[config.mk]
export PLATFORM = sky130hd
export DESIGN_NAME = arbiter_rr_stream
export DESIGN_NICKNAME = d
export VERILOG_FILES = /design/src/rtl/arbiter_rr_stream.sv
export SDC_FILE = /design/constraint.sdc
export NUM_CORES = 1
export LEC_CHECK = 0
export ABC_AREA = 1
export CORE_MARGIN = 1
export CORE_UTILIZATION = 36
export CTS_CLUSTER_SIZE = 24
export DETAILED_ROUTE_END_ITERATION = 8
export HOLD_SLACK_MARGIN = 0.12
export PLACE_DENSITY_LB_ADDON = 0.12
export SYNTH_ARGS = -nofsm -noshare
export SYNTH_HDL_FRONTEND = slang
export SYNTH_SLANG_ARGS = --single-unit
[constraint.sdc]
create_clock -name w_clock -period 7 [get_ports w_clock]
set_clock_uncertainty 0.1 [all_clocks]
set_input_delay 1.05 -clock w_clock [delete_from_list [all_inputs] [get_ports w_clock]]
set_output_delay 1.05 -clock w_clock [all_outputs]
set_load 0.02 [all_outputs]
[src/rtl/arbiter_rr_stream.sv]
// arbiter_rr_stream
//   Round-robin arbiter that grants main-memory access to one of NUM_CORES
//   PE cores at a time. A granted core is either loaded (read, NUM_READ_STAGES
//   bursts: config, weights, acts) or unloaded (write, one psum burst),
//   alternating per core. Burst base/length come from a config FIFO; the
//   memory side issues one command per burst followed by one address beat
//   per cycle of acceptance.
//
// Handshakes: every valid/ready pair transfers on a rising edge where both
//   are high. Valid-side outputs (w_cmd_*, w_addr_valid/w_addr) are decoded
//   from registered state and therefore hold steady while ready is low.
//
// Ports:
//   w_clock, w_reset_n          clock, asynchronous active-low reset
//   w_req   [NUM_CORES]         per-core request level
//   w_grant [NUM_CORES]         one-hot grant for the whole transaction
//   w_load  [NUM_CORES]         0 = core needs load, 1 = core holds psums
//   w_cfg_valid/ready/addr/burst config FIFO read side
//   w_cmd_valid/ready/rw/burst  burst command (rw 1 = read)
//   w_addr_valid/w_addr/w_mem_ready  per-beat address handshake
//   w_stage                     stage index within the transaction
//   w_done                      one-cycle pulse at transaction end
//   w_state_dbg                 current FSM state for observation
module arbiter_rr_stream #(
  parameter int MAIN_MEM_ADDR_WIDTH = 32,
  parameter int NUM_CORES           = 4,
  parameter int BURST_WIDTH         = 6,
  parameter int NUM_READ_STAGES     = 3
) (
  input  logic                           w_clock,
  input  logic                           w_reset_n,
  input  logic [NUM_CORES-1:0]           w_req,
  output logic [NUM_CORES-1:0]           w_grant,
  output logic [NUM_CORES-1:0]           w_load,
  input  logic                           w_cfg_valid,
  output logic                           w_cfg_ready,
  input  logic [MAIN_MEM_ADDR_WIDTH-1:0] w_cfg_addr,
  input  logic [BURST_WIDTH-1:0]         w_cfg_burst,
  output logic                           w_cmd_valid,
  input  logic                           w_cmd_ready,
  output logic                           w_cmd_rw,
  output logic [BURST_WIDTH-1:0]         w_cmd_burst,
  output logic                           w_addr_valid,
  output logic [MAIN_MEM_ADDR_WIDTH-1:0] w_addr,
  input  logic                           w_mem_ready,
  output logic [1:0]                     w_stage,
  output logic                           w_done,
  output logic [2:0]                     w_state_dbg
);

  localparam int SEL_W = (NUM_CORES > 1) ? $clog2(NUM_CORES) : 1;

  typedef enum logic [2:0] {
    S_IDLE = 3'd0,
    S_ARB  = 3'd1,
    S_CFG  = 3'd2,
    S_CMD  = 3'd3,
    S_BEAT = 3'd4,
    S_DONE = 3'd5
  } state_t;

  state_t                         r_state;
  state_t                         n_state;
  logic [SEL_W-1:0]               r_ptr;
  logic [SEL_W-1:0]               r_sel;
  logic [NUM_CORES-1:0]           r_grant;
  logic [NUM_CORES-1:0]           r_load;
  logic                           r_rw;
  logic [1:0]                     r_stage;
  logic [MAIN_MEM_ADDR_WIDTH-1:0] r_base;
  logic [BURST_WIDTH-1:0]         r_burst;
  logic [BURST_WIDTH-1:0]         r_count;

  logic [SEL_W-1:0]               arb_sel;
  logic [SEL_W-1:0]               arb_idx;
  logic                           arb_found;
  logic                           is_last;
  logic                           beat_last;

  // Rotating priority: first requester at or above r_ptr, wrapping around.
  always_comb begin
    arb_sel   = r_ptr;
    arb_idx   = '0;
    arb_found = 1'b0;
    for (int i = 0; i < NUM_CORES; i++) begin
      arb_idx = SEL_W'((int'(r_ptr) + i) % NUM_CORES);
      if (!arb_found && w_req[arb_idx]) begin
        arb_found = 1'b1;
        arb_sel   = arb_idx;
      end
    end
  end

  // Reads walk all load stages, writes have a single psum stage.
  assign is_last   = r_rw ? (r_stage == 2'(NUM_READ_STAGES - 1)) : (r_stage == 2'd0);
  assign beat_last = (r_count == r_burst - 1'b1);

  always_comb begin
    n_state = r_state;
    case (r_state)
      S_IDLE: if (|w_req) n_state = S_ARB;
      S_ARB:  n_state = arb_found ? S_CFG : S_IDLE;
      S_CFG: begin
        if (w_cfg_valid) begin
          if (w_cfg_burst != '0) n_state = S_CMD;
          else if (is_last)      n_state = S_DONE;
        end
      end
      S_CMD:  if (w_cmd_ready) n_state = S_BEAT;
      S_BEAT: if (w_mem_ready && beat_last) n_state = is_last ? S_DONE : S_CFG;
      // The finishing core's own request is not a reason to re-arbitrate.
      S_DONE: n_state = (|(w_req & ~r_grant)) ? S_ARB : S_IDLE;
      default: n_state = S_IDLE;
    endcase
  end

  always_ff @(posedge w_clock or negedge w_reset_n) begin
    if (!w_reset_n) begin
      r_state <= S_IDLE;
      r_ptr   <= '0;
      r_sel   <= '0;
      r_grant <= '0;
      r_load  <= '0;
      r_rw    <= 1'b0;
      r_stage <= '0;
      r_base  <= '0;
      r_burst <= '0;
      r_count <= '0;
    end else begin
      r_state <= n_state;
      case (r_state)
        S_ARB: begin
          if (arb_found) begin
            r_sel   <= arb_sel;
            r_grant <= {{(NUM_CORES-1){1'b0}}, 1'b1} << arb_sel;
            r_rw    <= ~r_load[arb_sel];
            r_stage <= '0;
          end
        end
        S_CFG: begin
          if (w_cfg_valid) begin
            r_base  <= w_cfg_addr;
            r_burst <= w_cfg_burst;
            r_count <= '0;
            // Zero-length entry: consume it and move straight to the next stage.
            if (w_cfg_burst == '0 && !is_last) r_stage <= r_stage + 1'b1;
          end
        end
        S_BEAT: begin
          if (w_mem_ready) begin
            if (!beat_last)    r_count <= r_count + 1'b1;
            else if (!is_last) r_stage <= r_stage + 1'b1;
          end
        end
        S_DONE: begin
          r_grant        <= '0;
          r_load[r_sel]  <= ~r_load[r_sel];
          r_ptr          <= (r_sel == SEL_W'(NUM_CORES - 1)) ? '0 : r_sel + 1'b1;
        end
        default: ;
      endcase
    end
  end

  assign w_grant      = r_grant;
  assign w_load       = r_load;
  assign w_cfg_ready  = (r_state == S_CFG);
  assign w_cmd_valid  = (r_state == S_CMD);
  assign w_cmd_rw     = r_rw;
  assign w_cmd_burst  = r_burst;
  assign w_addr_valid = (r_state == S_BEAT);
  // Address wraps modulo 2^MAIN_MEM_ADDR_WIDTH by plain truncation.
  assign w_addr       = r_base + MAIN_MEM_ADDR_WIDTH'(r_count);
  assign w_stage      = r_stage;
  assign w_done       = (r_state == S_DONE);
  assign w_state_dbg  = r_state;

endmodule

==> results.cfg, run 1 <==
[setup_path]
timing.rr.end = r_count[2]$_DFFE_PN0P_
path_common_cell = nand2_1
crit_arrival_ns = 3.06
critical_path.cell_chain = ha_1 > fa_1 > nand3_1 > nand3_1 > nand2_1 > nand2_1 > nand2_1 > nand2_1 > nand2_1 > nor2_1 > nand4_1 > xor2_1 > clkdlybuf4s50_1
reg2reg_from = w_cmd_burst[0]$_DFFE_PN0P_
crit_required_ns = 5.85
end_kind = output port
crit_slowest_cell = clkdlybuf4s50_1
endpoint = w_addr[28]
ff2ff_path_depth = 11
crit_path_start = r_count[0]$_DFFE_PN0P_
rrSetupSlack_ns = 4.98
cp_slowest_stage_delay_ns = 0.62
worstSetupStartpointType = register
crit_fanout = 7
crit_type = reg2out

[sta]
finalHoldViolCount = 0
fmax_mhz = 238
slew_viol_final = 0
setup_viol = 0
min_period_over_period = 0.601
max_slew_margin = 0.458
setup_tns_ns = 0
period_minus_slack_ns = 4.21
tightest_slew_ns = 0.813
grt_setup_unrepaired = no

[grt]
first_global_vias = 3611
grt_overflow = 0
grt_max_degree = 63
antenna_found_initial = 0
grt_usage = 0.184
grt_pass1_wl_um = 17100

[floorplanning]
start_util = 0.376
die_x_um = 110
die-area_mm2 = 0.0120
ios = 103
core_mm2 = 0.0111
die_h_um = 110
rows = 38

[finish]
layout-drive-gt1-share = 0.139
areaGrowthSynthToFinish_pct = 34.8
nets = 683
fin_area_mm2 = 0.00562
fin_cells = 765
fillers = 1096
fin_util = 0.507
insertedDiodeCount = 0

[clock_network]
clk_latency_ns = 0.32
htreeDepth = 3
cts_setup_buffers = 0
cts_tree = yes
numCtsBuffers = 9
cts_sinks = 62
clock-root-buffer = clkbuf_16
cts_buffer_depth = 2
cts_hold_buf = 0
cts.clk_slew.worst_paths_ns = 0.05
cts_resized = 0

[drt]
drt_wl_total_um = 10300
drtAntennaViolNets = 0
drc = 0
drt-vias-per-instance = 4.86
wl_per_cell_um = 13.4
dr_total_vias = 3719
drt_first_pass_iters = 4
drt_iter0_markers = 130

[logic_synthesis]
netlist_instances = 513
async_reset_ff_frac = 1.00
ys_seq_elements = 62
synth_fp_nets = 575
avgSynthCellArea_um2 = 8.13
netlist.area_leader.share = 0.372
yosysSeqAreaShare = 0.372
synth_area_mm2 = 0.00417
yosys_warnings = 0
synth.most_common_cell = nand2_1
yosysTopAreaCell = dfrtp_1
synth.distinct_cells = 45
synthFlopType = dfrtp_1
netlist_top_cells_count = nand2_1, dfrtp_1, inv_1
synth_edf_count = 0
synth_area_leaders = dfrtp_1, nand2_1, xor2_1

[status]
status = finished, final reports clean

[place]
dp_hpwl_um = 7830
place.gp.congestion = 0.832
dp_cells = 750
place_area_mm2 = 0.00534
port_buffers = 102

[pwr]
p_leak_uw = 0.00263
ir_worst_vdd_uv = 223
power_uw = 2530
power_density_mw_per_mm2 = 450

[run]
max-cap-violations = 0

[worst_hold_path]
hold_class = reg2reg
## cells in the final DEF (no fill, tap or decap), types with 3 or more instances in the layout
cell type          n
a21oi_1           21
buf_4              3
clkbuf_16          9
clkdlybuf4s50_1  101
dfrtp_1           62
ha_1              14
inv_1             49
inv_2              6
mux2_2            23
nand2_1          116
nand2_2           16
nand2_4            5
nand3_1           38
nand4_1           12
nor2_1            48
nor3_1             9
o21ai_0            8
o21ai_1            4
o21ai_2            5
xnor2_1            8
xor2_1            33
## worst min path at each step
stage | startpoint | end | slack (ns) | cells past startpoint
after floorplan | r_base[2]$_DFFE_PN0P_ | r_base[2]$_DFFE_PN0P_ | 0.37 | 1
after global placement | r_base[0]$_DFFE_PN0P_ | r_base[0]$_DFFE_PN0P_ | 0.40 | 1
after detailed placement | r_base[0]$_DFFE_PN0P_ | r_base[0]$_DFFE_PN0P_ | 0.41 | 1
after CTS | r_base[0]$_DFFE_PN0P_ | r_base[0]$_DFFE_PN0P_ | 0.42 | 1
after global routing | r_base[5]$_DFFE_PN0P_ | r_base[5]$_DFFE_PN0P_ | 0.44 | 1
final | r_base[0]$_DFFE_PN0P_ | r_base[0]$_DFFE_PN0P_ | 0.41 | 1
## worst max-delay path: cells and delay by family (launching register included)
family        cells  cell delay (ns)
simple gates      9             0.83
fa+ha+maj         2             0.66
buf+inv           1             0.62
flops             1             0.46
xor+xnor          1             0.16
## through the flow
stage	hold WS (ns)	worst slack, ns
CTS	0.418	2.76
detailed placement	0.407	3.11
finish	0.414	2.79
global placement	0.399	3.18
floorplan	0.371	3.75
global route	0.438	2.59
## metal layers
metal  up-vias  track usage  share of wire
li1       1887            -              -
met1      1733        0.238           0.48
met2        89        0.308           0.46
met3        10       0.0385          0.045
met4         0       0.0552          0.014
met5         -            0              0
## cell families after synthesis
kind of cell	count (synthesis)	share of synthesized area
AND/OR/NAND/NOR	260	0.302
buffers and inverters	65	0.0627
flip-flops	62	0.372
AO/OA/AOI/OAI	44	0.0603
XOR/XNOR	41	0.0861
multiplexers	26	0.0699
adder cells (fa/ha/maj)	15	0.0468
## layout make-up
cell class,count,area [um2],share of cell area
multi-input combinational,386,2360,0.419
sequential,62,1550,0.276
timing repair buffer,105,1040,0.185
clock buffer,12,256,0.0456
inverter,57,221,0.0394
tap,140,175,0.0312
clock inverter,3,20.0,0.00356
## where the power goes
| group | internal [uW] | total [uW] | switching [uW] |
|---|---|---|---|
| clock network | 256 | 409 | 153 |
| registers | 514 | 694 | 180 |
| logic | 614 | 1430 | 812 |
## flip-flops by register name, indices dropped and copies added, names as in the netlist
register,cells
r_base,32
r_count,6
w_cmd_burst,6
w_grant,4
w_load,4
w_state_dbg,3
r_ptr,2
r_sel,2
w_stage,2
w_cmd_rw,1
(Power assumes the default switching activity.)
==> inputs of run 2 (changes only) <==
==> constraint.sdc (replaced) <==
create_clock -name w_clock -period 3.5 [get_ports w_clock]
set_clock_uncertainty 0.1 [all_clocks]
set_input_delay 0.525 -clock w_clock [delete_from_list [all_inputs] [get_ports w_clock]]
set_output_delay 0.525 -clock w_clock [all_outputs]
set_load 0.02 [all_outputs]
==> run 2 against run 1 <==
Non-clock buffer count rose by 5. Clock-buffer cell count fell by 2. Routed wire length rose by 2.5%. Register-to-register slack lost 3.7 ns. Clock power increased by 110%. Critical path type unchanged. Critical endpoint is now w_addr[17]. Highest routed layer unchanged.
==> results.cfg, run 2 (same netlist as run 1, synthesis figures left out) <==
[place]
dp_hpwl_um = 8160
place.gp.congestion = 0.839
port_buffers = 102

[sta]
slew_viol_final = 0
min_period_over_period = 0.934
tightest_slew_ns = 0.981
max_slew_margin = 0.344
finalHoldViolCount = 0
period_minus_slack_ns = 3.27
setup_tns_ns = 0
fmax_mhz = 306
setup_viol = 0
grt_setup_unrepaired = no

[finish]
final_common_cell = nand2_1
layout-drive-gt1-share = 0.149
multi_input_area_mm2 = 0.00237
areaGrowthSynthToFinish_pct = 36.5
ff_latch_area_mm2 = 0.00155
insertedDiodeCount = 0
largest_reg_flops = 32
nets = 688
fillers = 1075
final_cell_mix = nand2_1, clkdlybuf4s50_1, dfrtp_1
top_register = r_base

[clock_network]
numCtsBuffers = 9
cts_sinks = 62
clock-root-buffer = clkbuf_16
clk_latency_ns = 0.32
cts_tree = yes
htreeDepth = 3
cts_buffer_depth = 2
cts_setup_buffers = 0
cts.clk_slew.worst_paths_ns = 0.05

[setup_path]
critical_path.cell_chain = ha_1 > nand2_1 > nand2_1 > inv_1 > o21ai_1 > a21oi_1 > inv_2 > nand3_1 > xnor2_1 > clkdlybuf4s50_1
cp_num_buf_inv = 3
cp_slowest_stage_delay_ns = 0.62
end_kind = output port
cp.depth = 10
crit_required_ns = 2.87
crit_type = reg2out
crit_slowest_cell = clkdlybuf4s50_1
crit_arrival_ns = 2.65
ff2ff_path_depth = 5
crit_fanout = 6
cpLargestDelayFamily = buffers and inverters
path_common_cell = nand2_1
worstSetupStartpointType = register

[pwr]
ir_worst_vdd_uv = 450
p_leak_uw = 0.00275
power_uw = 5080
power_density_mw_per_mm2 = 893

[grt]
use_met1 = 0.252
grt.met3_usage = 0.0320
grt_max_degree = 48
met2_usage = 0.321
grt_pass1_wl_um = 17600
antenna_found_initial = 0
grt_overflow = 0
first_global_vias = 3645
top_usage_layer = met2
grt_usage = 0.190

[drt]
wl_per_cell_um = 13.7
drtAntennaViolNets = 0
dr_total_vias = 3719
drt-vias-per-instance = 4.83
drt_iter0_markers = 195
drt_wl_total_um = 10500
drc = 0
drt_first_pass_iters = 4

[floorplanning]
die_h_um = 110
die_x_um = 110
die-area_mm2 = 0.0120
core_mm2 = 0.0111
start_util = 0.376
ios = 103
rows = 38

[worst_hold_path]
hold_class = reg2reg
min_delay_path_depth = 1

[status]
status = finished, final reports clean

[run]
max-cap-violations = 0
-- run 2: cell count changes in the layout (fill, tap and decap cells not counted), moves of 2 or more --
cell	previous run	this run
clkdlybuf4s50_1	101	82
dlymetal6s2s_1	0	9
clkinvlp_4	2	0
clkinv_2	1	4
buf_4	3	7
dlygate4sd2_1	0	8
-- run 2: final timing paths --
| kind | slack (ns) | end | from |
|---|---|---|---|
| max reg2reg | 1.28 | r_base[3]$_DFFE_PN0P_ | w_state_dbg[0]$_DFFE_PN0P_ |
| min | 0.41 | r_base[2]$_DFFE_PN0P_ | r_base[2]$_DFFE_PN0P_ |
| min in group asynchronous | 0.58 | r_base[11]$_DFFE_PN0P_ | w_reset_n |
| max in group asynchronous | 2.03 | w_state_dbg[0]$_DFFE_PN0P_ | w_reset_n |
| min reg2reg | 0.41 | r_base[2]$_DFFE_PN0P_ | r_base[2]$_DFFE_PN0P_ |
| max | 0.23 | w_addr[17] | r_count[4]$_DFFE_PN0P_ |
-- run 2: worst reg2reg max path: stages (launching register included) --
cell	delay, ns
dfrtp_1	0.45
nor2_1	0.17
nand2_1	0.16
inv_2	0.13
nand2_2	0.53
mux2_1	0.56
-- run 2: what timing repair did --
item / 4_1_cts / 5_1_grt
hold buffers: 1 / 0
setup endpoints to repair: 10 / 12
hold endpoints to repair: 16 / 0
gates resized for setup: 10 / 13
-- run 2: layer usage --
layer | up-vias | share of wire | routed length, um
met4 | 0 | 0.0086 | 91
met5 | - | 0 | 0
met1 | 1720 | 0.47 | 4900
li1 | 1888 | - | -
met3 | 9 | 0.049 | 516
met2 | 102 | 0.48 | 5020
-- run 2: area by class of cell --
cell class	instances	area share
Multi-Input combinational cell	386	0.416
Sequential cell	62	0.273
Timing Repair Buffer	110	0.191
Clock buffer	10	0.0420
Inverter	57	0.0389
Tap cell	140	0.0308
Clock inverter	5	0.00879
-- run 2: stage by stage --
stage                     hold WS, ns   util  setup WS [ns]  area (um2)  std cells
final                           0.411  0.514          0.229        5690        770
after global routing            0.421  0.514         0.0103        5690        770
after CTS                       0.414  0.511         0.0122        5660        770
after detailed placement        0.386  0.485          0.233        5370        754
after global placement          0.384  0.485          0.285        5370        754
after floorplan                 0.129      -          0.772        4170        513
-- run 2: where the power goes --
group,total [uW],internal (uW),leakage (uW),switching [uW]
clock,863,561,0.000148,302
combinational,2830,1190,0.00185,1640
sequential,1390,1030,0.000751,358
total,5080,2780,0.00275,2300
